**src/rtl/lrelu_beats_sequencer_if.sv**
```systemverilog
// Beat-sequencer bundle between the LReLU config path and the engine's
// D-register / BRAM write-select and address logic.
interface lrelu_beats_sequencer_if #(
    parameter int MEMBERS  = 8,
    parameter int LANES    = 4,
    parameter int KH_MAX   = 11,
    parameter int KW_MAX   = 11,
    parameter int BITS_KH2 = $clog2(KH_MAX / 2 + 1),
    parameter int BITS_KW2 = $clog2(KW_MAX / 2 + 1)
);
    localparam int KM_MAX = (KH_MAX > KW_MAX) ? KH_MAX : KW_MAX;
    localparam int CLR_I_MAX = KM_MAX / 2;
    localparam int BITS_CLR_I =
        (CLR_I_MAX > 0) ? $clog2(CLR_I_MAX + 1) : 1;
    localparam int BITS_MTB = (KH_MAX > 1) ? $clog2(KH_MAX) : 1;
    localparam int A_MAX = KW_MAX / 2 + 1;
    localparam int B_MAX = (KW_MAX * MEMBERS + LANES - 1) / LANES;
    localparam int W_ADDR_MAX = (A_MAX > B_MAX) ? A_MAX : B_MAX;
    localparam int BITS_W_ADDR =
        (W_ADDR_MAX > 1) ? $clog2(W_ADDR_MAX) : 1;

    logic                   en;
    logic                   restart;
    logic [BITS_KH2-1:0]    kh2;
    logic [BITS_KW2-1:0]    kw2;
    logic                   skip_a;
    logic [1:0]             w_sel;
    logic [BITS_CLR_I-1:0]  clr_i;
    logic [BITS_MTB-1:0]    mtb;
    logic [BITS_W_ADDR-1:0] w_addr;
    logic                   first;
    logic                   full;

    modport master (
        output en, restart, kh2, kw2, skip_a,
        input  w_sel, clr_i, mtb, w_addr, first, full
    );

    modport slave (
        input  en, restart, kh2, kw2, skip_a,
        output w_sel, clr_i, mtb, w_addr, first, full
    );
endinterface

```
**src/rtl/lrelu_beats_sequencer.sv**
```systemverilog
// LReLU parameter-block beat sequencer: D beat, BRAM_A beats, then nested
// BRAM_B beats over (clr_i, mtb, w_addr), with latched block configuration.
module lrelu_beats_sequencer #(
    parameter int MEMBERS  = 8,
    parameter int LANES    = 4,
    parameter int KH_MAX   = 11,
    parameter int KW_MAX   = 11,
    parameter int BITS_KH2 = $clog2(KH_MAX / 2 + 1),
    parameter int BITS_KW2 = $clog2(KW_MAX / 2 + 1)
) (
    input logic clk,
    input logic rstn,
    lrelu_beats_sequencer_if.slave bus
);
    localparam int KM_MAX = (KH_MAX > KW_MAX) ? KH_MAX : KW_MAX;
    localparam int CLR_I_MAX = KM_MAX / 2;
    localparam int BITS_CLR_I =
        (CLR_I_MAX > 0) ? $clog2(CLR_I_MAX + 1) : 1;
    localparam int BITS_MTB = (KH_MAX > 1) ? $clog2(KH_MAX) : 1;
    localparam int A_MAX = KW_MAX / 2 + 1;
    localparam int B_MAX = (KW_MAX * MEMBERS + LANES - 1) / LANES;
    localparam int W_ADDR_MAX = (A_MAX > B_MAX) ? A_MAX : B_MAX;
    localparam int BITS_W_ADDR =
        (W_ADDR_MAX > 1) ? $clog2(W_ADDR_MAX) : 1;
    localparam int KW2_LIM = KW_MAX / 2;
    localparam int LUT_N = 2 ** BITS_KW2;

    typedef enum logic [1:0] {
        REG_D  = 2'd1,
        BRAM_A = 2'd2,
        BRAM_B = 2'd3
    } state_t;

    state_t                 state, state_n;
    logic [BITS_CLR_I-1:0]  clr_q, clr_n;
    logic [BITS_MTB-1:0]    mtb_q, mtb_n;
    logic [BITS_W_ADDR-1:0] addr_q, addr_n;
    logic [BITS_KH2-1:0]    kh2_q, kh2_n;
    logic [BITS_KW2-1:0]    kw2_q, kw2_n;
    logic                   skip_q, skip_n;

    logic [BITS_W_ADDR-1:0] b_lut [LUT_N];
    logic [BITS_KW2-1:0]    c_eff;
    logic [BITS_W_ADDR-1:0] b_last;
    logic [BITS_MTB-1:0]    mtb_last;
    logic [BITS_CLR_I-1:0]  clr_last;
    logic                   a_wrap;
    logic                   b_wrap;
    logic                   m_wrap;
    logic                   c_done;
    logic                   full;

    // Last BRAM_B address per effective clr index, clamped past KW_MAX/2.
    for (genvar k = 0; k < LUT_N; k++) begin : g_lut
        localparam int KC = (k < KW2_LIM) ? k : KW2_LIM;
        localparam int LAST = ((2 * KC + 1) * MEMBERS + LANES - 1) / LANES - 1;
        assign b_lut[k] = BITS_W_ADDR'(LAST);
    end

    always_comb begin
        if (int'(clr_q) < int'(kw2_q)) begin
            c_eff = BITS_KW2'(clr_q);
        end else begin
            c_eff = kw2_q;
        end
    end

    assign b_last = b_lut[c_eff];

    assign mtb_last = BITS_MTB'(
        (int'(clr_q) < int'(kh2_q)) ? 2 * int'(clr_q) : 2 * int'(kh2_q));

    assign clr_last = BITS_CLR_I'(
        (int'(kh2_q) > int'(kw2_q)) ? int'(kh2_q) : int'(kw2_q));

    assign a_wrap = (addr_q == BITS_W_ADDR'(kw2_q));
    assign b_wrap = (addr_q == b_last);
    assign m_wrap = (mtb_q == mtb_last);
    assign c_done = (clr_q == clr_last);
    assign full   = (state == BRAM_B) && b_wrap && m_wrap && c_done;

    always_comb begin
        state_n = state;
        clr_n   = clr_q;
        mtb_n   = mtb_q;
        addr_n  = addr_q;
        kh2_n   = kh2_q;
        kw2_n   = kw2_q;
        skip_n  = skip_q;
        if (bus.restart) begin
            state_n = REG_D;
            clr_n   = '0;
            mtb_n   = '0;
            addr_n  = '0;
        end else if (bus.en) begin
            unique case (state)
                REG_D: begin
                    kh2_n   = bus.kh2;
                    kw2_n   = bus.kw2;
                    skip_n  = bus.skip_a;
                    state_n = bus.skip_a ? BRAM_B : BRAM_A;
                    clr_n   = '0;
                    mtb_n   = '0;
                    addr_n  = '0;
                end
                BRAM_A: begin
                    if (a_wrap) begin
                        state_n = BRAM_B;
                        addr_n  = '0;
                    end else begin
                        addr_n = addr_q + BITS_W_ADDR'(1);
                    end
                end
                BRAM_B: begin
                    if (full) begin
                        state_n = REG_D;
                        clr_n   = '0;
                        mtb_n   = '0;
                        addr_n  = '0;
                    end else if (b_wrap) begin
                        addr_n = '0;
                        if (m_wrap) begin
                            mtb_n = '0;
                            clr_n = clr_q + BITS_CLR_I'(1);
                        end else begin
                            mtb_n = mtb_q + BITS_MTB'(1);
                        end
                    end else begin
                        addr_n = addr_q + BITS_W_ADDR'(1);
                    end
                end
                default: begin
                    state_n = REG_D;
                    clr_n   = '0;
                    mtb_n   = '0;
                    addr_n  = '0;
                end
            endcase
        end
    end

    always_ff @(posedge clk or negedge rstn) begin
        if (!rstn) begin
            state  <= REG_D;
            clr_q  <= '0;
            mtb_q  <= '0;
            addr_q <= '0;
            kh2_q  <= '0;
            kw2_q  <= '0;
            skip_q <= 1'b0;
        end else begin
            state  <= state_n;
            clr_q  <= clr_n;
            mtb_q  <= mtb_n;
            addr_q <= addr_n;
            kh2_q  <= kh2_n;
            kw2_q  <= kw2_n;
            skip_q <= skip_n;
        end
    end

    assign bus.w_sel  = state;
    assign bus.clr_i  = clr_q;
    assign bus.mtb    = mtb_q;
    assign bus.w_addr = addr_q;
    assign bus.first  = (state == REG_D);
    assign bus.full   = full;
endmodule
```
**src/flat_wrapper.sv**
```systemverilog
// flat-port wrapper written by rule: the top's interface ports become plain ports
module lrelu_beats_sequencer_flat 
#(
    parameter int MEMBERS  = 8,
    parameter int LANES    = 4,
    parameter int KH_MAX   = 11,
    parameter int KW_MAX   = 11,
    parameter int BITS_KH2 = $clog2(KH_MAX / 2 + 1),
    parameter int BITS_KW2 = $clog2(KW_MAX / 2 + 1)
)
  (clk, rstn, bus_en, bus_restart, bus_kh2, bus_kw2, bus_skip_a, bus_w_sel, bus_clr_i, bus_mtb, bus_w_addr, bus_first, bus_full);
  lrelu_beats_sequencer_if #(.MEMBERS(MEMBERS), .LANES(LANES), .KH_MAX(KH_MAX), .KW_MAX(KW_MAX), .BITS_KH2(BITS_KH2), .BITS_KW2(BITS_KW2)) bus_i ();
  input logic clk;
  input logic rstn;
  input wire logic [$bits(bus_i.en)-1:0] bus_en;
  input wire logic [$bits(bus_i.restart)-1:0] bus_restart;
  input wire logic [$bits(bus_i.kh2)-1:0] bus_kh2;
  input wire logic [$bits(bus_i.kw2)-1:0] bus_kw2;
  input wire logic [$bits(bus_i.skip_a)-1:0] bus_skip_a;
  output wire logic [$bits(bus_i.w_sel)-1:0] bus_w_sel;
  output wire logic [$bits(bus_i.clr_i)-1:0] bus_clr_i;
  output wire logic [$bits(bus_i.mtb)-1:0] bus_mtb;
  output wire logic [$bits(bus_i.w_addr)-1:0] bus_w_addr;
  output wire logic [$bits(bus_i.first)-1:0] bus_first;
  output wire logic [$bits(bus_i.full)-1:0] bus_full;
  assign bus_i.en = bus_en;
  assign bus_i.restart = bus_restart;
  assign bus_i.kh2 = bus_kh2;
  assign bus_i.kw2 = bus_kw2;
  assign bus_i.skip_a = bus_skip_a;
  assign bus_w_sel = bus_i.w_sel;
  assign bus_clr_i = bus_i.clr_i;
  assign bus_mtb = bus_i.mtb;
  assign bus_w_addr = bus_i.w_addr;
  assign bus_first = bus_i.first;
  assign bus_full = bus_i.full;
  lrelu_beats_sequencer #(.MEMBERS(MEMBERS), .LANES(LANES), .KH_MAX(KH_MAX), .KW_MAX(KW_MAX), .BITS_KH2(BITS_KH2), .BITS_KW2(BITS_KW2)) u_core (.clk(clk), .rstn(rstn), .bus(bus_i));
endmodule
```
**config.mk**
```make
export PLATFORM = sky130hd
export DESIGN_NAME = lrelu_beats_sequencer_flat
export DESIGN_NICKNAME = d
export VERILOG_FILES = /design/src/rtl/lrelu_beats_sequencer_if.sv /design/src/rtl/lrelu_beats_sequencer.sv /design/src/flat_wrapper.sv
export SDC_FILE = /design/constraint.sdc
export NUM_CORES = 1
export LEC_CHECK = 0
export BUFFER_PORTS_ARGS = -buffer_cell sky130_fd_sc_hd__buf_2
export CAP_MARGIN = 25
export CORE_UTILIZATION = 56
export DETAILED_ROUTE_END_ITERATION = 8
export PLACE_DENSITY = 0.88
export SYNTH_ARGS = -nofsm -noshare
export SYNTH_HDL_FRONTEND = slang
export SYNTH_SLANG_ARGS = --single-unit
```
**constraint.sdc**
```tcl
create_clock -name clk -period 3 [get_ports clk]
set_input_delay 0.15 -clock clk [delete_from_list [all_inputs] [get_ports clk]]
set_output_delay 0.15 -clock clk [all_outputs]
set_load 0.03 [all_outputs]
```
* Word level (Yosys, flattened, before mapping)
Memories as Yosys holds them, arrays and structs flattened.
Index checks and enable logic that the tools add are counted.
** Word-level totals
- Logic and storage cells :: 65
- Memories kept :: 1
- Output and inout bits :: 16
- Bits of input ports :: 11
- ROM bits :: 40
- Flip-flop bits (word level) :: 20
- RAM bits :: 0
- Latch bits :: 0
** Operators by class
- Magnitude comparators :: 4
- Multiply operators :: 0
- Bitwise logic cells :: 2
- Equality and inequality tests :: 12
- Reductions and logical operators :: 8
- Div/mod/pow operators :: 0
- Shift operators :: 0
- Multiplexer cells :: 29
- $add $sub $neg :: 3
** Memories
- (name not given) :: words 8, width 5, read ports 1, clocked after memory_dff 0, write ports 0, line lrelu_beats_sequencer.sv:68 : assign b_last = b_lut[c_eff];
** Operators with widths (number)
- 5-bit 2-to-1 mux :: 7
- 4-bit 2-to-1 mux :: 6
- 3-bit 2-to-1 mux :: 7
- 5-bit one-hot mux with 2 select lines :: 1
- 3-bit AND reduction :: 3
- 2-bit 2-to-1 mux :: 4
- 4-bit by 3-bit inequality test with 1-bit output (second input constant) :: 2
- 4-bit one-hot mux with 2 select lines :: 1
- 3-bit less-than comparator :: 2
- 2-bit one-hot mux with 3 select lines :: 1
- 3-bit one-hot mux with 2 select lines :: 1
- 5-bit by 1-bit adder with 5-bit output (second input constant) :: 1
- 5-bit by 3-bit == test with 1-bit output :: 1
- 5-bit == test :: 1
- 4-bit by 1-bit adder with 4-bit output (second input constant) :: 1
- 2-bit == test (second input constant) :: 2
- 4-bit == test :: 1
- 4-bit greater-or-equal comparator (second input constant) :: 1
- 3-bit inverter with 4-bit output :: 1
- 4-bit AND reduction :: 1
- 3-bit by 1-bit adder with 3-bit output (second input constant) :: 1
- 3-bit == test :: 1
- 3-bit greater-than comparator :: 1
- 1-bit logical AND :: 3
- 7 further kinds :: 7

* Depth between registers and ports, before layout
- Word-level depth :: 14
- Mapped depth :: 11

* Worst setup path after synthesis
Ideal clock, no wire load.
- Path kind :: reg-to-reg
- Start point :: register u_core.clr_q[2], in the netlist u_core.bus.clr_i[2]
- End point :: register u_core.clr_q[2], in the netlist u_core.bus.clr_i[2]
- Setup slack :: 168 ps
- Data arrival time :: 2742 ps
- Stages on the path, launching flop included :: 10
- Buffers on the path :: 0
- Clock period less this slack :: 2832 ps
- Cells stage by stage :: dfrtp_1 ha_1 a21oi_2 mux2i_1 nor4b_1 mux2_2 o22ai_4 nor3_4 or4_1 o221ai_1
** On the way
- Cells in the longest elaborated chain, start to end :: 14
** RTL lines
- start, declared :: line lrelu_beats_sequencer.sv:35 : logic [BITS_CLR_I-1:0] clr_q, clr_n;
- start signal, assigned :: line lrelu_beats_sequencer.sv:153 : clr_q <= clr_n;
- 3-bit less-than comparator :: line lrelu_beats_sequencer.sv:61 : if (int'(clr_q) < int'(kw2_q)) begin
- 3-bit 2-to-1 mux :: line lrelu_beats_sequencer.sv:61
- 3-bit inverter with 4-bit output (implied by the code) :: line lrelu_beats_sequencer.sv:68
- memory 8 x 5 bit
- 5-bit 2-to-1 mux (implied by the code) (2 in series) :: line lrelu_beats_sequencer.sv:68
- 5-bit == test :: line lrelu_beats_sequencer.sv:77 : assign b_wrap = (addr_q == b_last);
- 1-bit logical AND (2 in series) :: line lrelu_beats_sequencer.sv:80 : assign full = (state == BRAM_B) && b_wrap && m_wrap && c_done;
- 1-bit logical AND * :: line lrelu_beats_sequencer.sv:80
- named net bus_full :: line flat_wrapper.sv:25 : output wire logic [$bits(bus_i.full)-1:0] bus_full;
- 3-bit 2-to-1 mux :: line lrelu_beats_sequencer.sv:115 : if (full) begin
- 3-bit one-hot mux with 2 select lines :: line lrelu_beats_sequencer.sv:96 : unique case (state)
- 3-bit 2-to-1 mux :: line lrelu_beats_sequencer.sv:95 : end else if (bus.en) begin
- 3-bit 2-to-1 mux :: line lrelu_beats_sequencer.sv:90 : if (bus.restart) begin
The timed path passes the listed nets; every way through them passes the cells marked *. The select of a mux whose other input is x is not followed.
A chain may end at the register's enable or synchronous reset.

* Worst setup path in the final report
- Start point :: register u_core.kw2_q[2]
- End point :: output port bus_full
** On the way
- Cells in the longest elaborated chain, start to end :: 10
** RTL lines
- start, declared :: line lrelu_beats_sequencer.sv:39 : logic [BITS_KW2-1:0] kw2_q, kw2_n;
- start signal, assigned :: line lrelu_beats_sequencer.sv:157 : kw2_q <= kw2_n;
- 3-bit less-than comparator :: line lrelu_beats_sequencer.sv:61
- 3-bit 2-to-1 mux :: line lrelu_beats_sequencer.sv:61
- 3-bit inverter with 4-bit output (implied by the code) :: line lrelu_beats_sequencer.sv:68
- memory 8 x 5 bit
- 5-bit 2-to-1 mux (implied by the code) (2 in series) :: line lrelu_beats_sequencer.sv:68
- 5-bit == test :: line lrelu_beats_sequencer.sv:77
- 1-bit logical AND (2 in series) :: line lrelu_beats_sequencer.sv:80
- 1-bit logical AND * :: line lrelu_beats_sequencer.sv:80
- end, declared :: line flat_wrapper.sv:25
Every way passes the cells marked *; elsewhere a longest branch is shown, timed or not. The select of a mux whose other input is x is not followed.

==> run metrics <==
antenna viol nets, final 0; TNS Setup 0 ns; final RePlAce weighted congestion 0.8474; maximum vdd drop just under 0.6 mV; DP HPWL between 2 and 3 mm; top cell type's share of synthesized area around 30%; LEAKAGE 0.8809 nW; io pins 27; Final Max Tran Viols 0; Rows 18; Synth async-reset ratio 100.0%; warnings from Yosys 0; Synthesized Nets around 190; Post-synth EDFFs 0; Crit Reg-Reg Startpoint u_core.kw2_q[2]; crit-path max FO 5; Synth Instances approximately 170; Worst-path clk slew roughly 0.13 ns; power per cell area ~730 nW/um^2; CTS Sinks 20; Initial DRT Pass Iterations 4; RR Endpoint u_core.bus.clr_i[2]; initial antenna violation count 0; Seq cells post-synth 20; PortBufs 26; Register Area ~500 sq um; cell with the most instances after synthesis dfrtp_1; starting density of the core roughly three fifths; crit path kind flip-flop to output pin; die width approximately 55 microns; clock skew between 0.015 and 0.02 ns; DRT Wirelength approximately 3.9 mm; Clock Tree Buf Depth 2; slew margin rel. roughly 63%; CTS tree done; Startpoint Class flip-flop; Initial DRC Count 46; # fillers roughly 190; core area about 2600 sq um; Final Critical Period 2.903 ns; Seq/Total Area, Yosys between 30% and 40%; Synth area leaders dfrtp_1 30%, ha_1 11%, mux2_2 6.4%, xnor2_1 3.3%, xor2_1 3.3%; share of layout cells above drive strength 1 28.28%; Vias 1448; vias in the first global route 1448; Area Growth Syn to Fin 17.21%; Worst Hold Depth 2; critical path arrival 2.75 ns; pin count of the biggest net entering global routing 21; ys flop type dfrtp_1; # setup viols final 0; antenna cells 0; Mean Syn Cell Area 9.380 sq um; WHS Endpoint u_core.kh2_q[0]; worst r2r path cells 10; Placement Setup Slack roughly 0.10 ns; first-pass GRT wire length 6.617 mm; die area around 3000 sq um; total CTS buffers 3; Total GRT Usage between 20 and 30%; Routed WL per cell around 17 microns; nets around 220; RSZ-0062 raised after global routing false; outcome completed; Hold Path Origin bus_kh2[0]; top cells by count, synth 19 x dfrtp_1, 14 x ha_1, 12 x inv_1, 12 x nand2_1, 11 x nor2_1; area leader, netlist dfrtp_1; crit share post-route between 90% and 100%; library cells used by synthesis a little over 50; HP Class primary input to flip-flop; H-tree depth 1; Die Span Y 55.21 microns; drt drc 0; Worst Setup End Kind output pin; grt ovf 0; Worst-Skew Late Latency 0.31 ns; area of the multi-input gates about 1000 sq um; R2R setup slack 0.19 ns; Crit path required time ~2.9 ns; f_max about 340 MHz; synthesized area about 1600 sq um; Worst-Margin Slew 0.5389 ns; CTS root buf clkbuf_4; Final Hold Viols 0; Maximum Capacitance Violations 0; worst setup margin ~0.1 ns; Via density 6.351
-- timing repair --
action                                  4_1_cts  5_1_grt
hold buffers                                  1        0
setup buffers                                 0        1
endpoints found under the hold margin        19        0
resized for setup                             2        7
gates cloned                                  0        0
endpoints found under the setup margin        1        5
-- metal layers --
metal / routed length [microns] / GRT usage, % / up-vias
met2: 2029 / 47.68 / 66
met5: 0 / 0 / -
met1: 1530 / 32.88 / 684
li1: - / - / 676
met3: 190 / 3.513 / 22
met4: 180 / 10.00 / 0
-- state kept, by name, indices dropped and copies added, names as in the netlist --
| name | cells |
|---|---|
| u_core.kw2_q | 3 |
| u_core.kh2_q | 3 |
| u_core.bus.clr_i | 3 |
| u_core.bus.mtb | 4 |
| u_core.bus.w_sel | 2 |
| u_core.bus.w_addr | 5 |
-- placed cells by master (no fill, tap or decap), types with 2 or more instances in the layout --
cell,count
a2111oi_0,2
o21a_1,2
buf_4,3
dfrtp_2,2
mux2i_1,3
xor2_1,6
and3_1,2
nand2_1,12
ha_1,14
nand4_1,5
nor2_1,11
o21ai_1,2
o2bb2ai_1,3
o21ai_0,3
nor2b_1,4
o31ai_1,2
xnor2_1,6
a21o_1,2
nand2b_1,4
nand3_1,2
o22ai_1,3
a31o_1,2
clkbuf_4,4
o2111ai_1,2
mux2_2,9
nor3_1,2
buf_2,25
dfrtp_1,17
inv_1,12
a21oi_1,5
-- how the worst max path moves through the flow --
stage	slack [ns]	end	startpoint	cells past startpoint
final	0.1	bus_full	u_core.kw2_q[2]	9
after global routing	0.009	bus_full	u_core.kw2_q[2]	9
after CTS	0.006	bus_full	u_core.kw2_q[2]	9
after detailed placement	0.10	u_core.bus.w_addr[2]	u_core.kw2_q[2]	9
after global placement	0.26	u_core.bus.clr_i[2]	u_core.kw2_q[2]	10
after floorplan	0.17	u_core.bus.clr_i[2]	u_core.bus.clr_i[2]	9
-- cell type report --
| cell class | count | share of cell area [%] |
|---|---|---|
| clock buffers | 3 | 1.212 |
| repair buffers | 30 | 8.889 |
| clock inverters | 1 | 1.616 |
| flip-flops and latches | 20 | 27.14 |
| multi-input cells | 131 | 56.50 |
| well taps | 30 | 2.020 |
| inverters | 13 | 2.626 |
-- power breakdown --
part	internal (W)	switching (W)	total, W
sequential	0.000333	0.0000807	0.000413
combinational	0.000301	0.000417	0.000718
clock	0.000135	0.0000903	0.000225
-- critical path: stages (launching register included) --
cell	delay, ns
dfrtp_2	0.46
inv_1	0.16
ha_1	0.30
a21oi_4	0.21
mux2i_4	0.33
nand2_1	0.09
o2bb2ai_1	0.25
o22ai_4	0.15
nor3_4	0.25
clkbuf_4	0.24
-- logic make-up (layout without fill, tap and decap cells) --
| group | after synthesis | count (layout) | share of synthesized area [%] |
|---|---|---|---|
| flip-flops | 20 | 20 | 31.65 |
| AND/OR/NAND/NOR | 51 | 51 | 17.44 |
| AO/OA/AOI/OAI | 41 | 41 | 19.97 |
| multiplexers | 13 | 13 | 8.919 |
| buffers and inverters | 18 | 47 | 4.340 |
| adder cells (fa/ha/maj) | 14 | 14 | 11.05 |
| XOR/XNOR | 12 | 12 | 6.630 |
-- stage by stage --
| step | power, W | cell area [sq um] | util, % | cells | hold WS, ns |
|---|---|---|---|---|---|
| 6_report | 0.001357 | 1858 | 72.37 | 228 | 0.06034 |
| 3_5_place_dp | 0.001094 | 1748 | 68.08 | 222 | 0.1287 |
| 3_3_place_gp | 0.001046 | 1748 | 68.08 | 222 | 0.1218 |
| 5_1_grt | 0.001450 | 1858 | 72.37 | 228 | 0.05060 |
| 4_1_cts | 0.001325 | 1818 | 70.81 | 227 | 0.06362 |
| 2_1_floorplan | 0.0009252 | 1585 | - | 169 | -0.1456 |
Note: power is estimated with default switching activity, not from simulation.
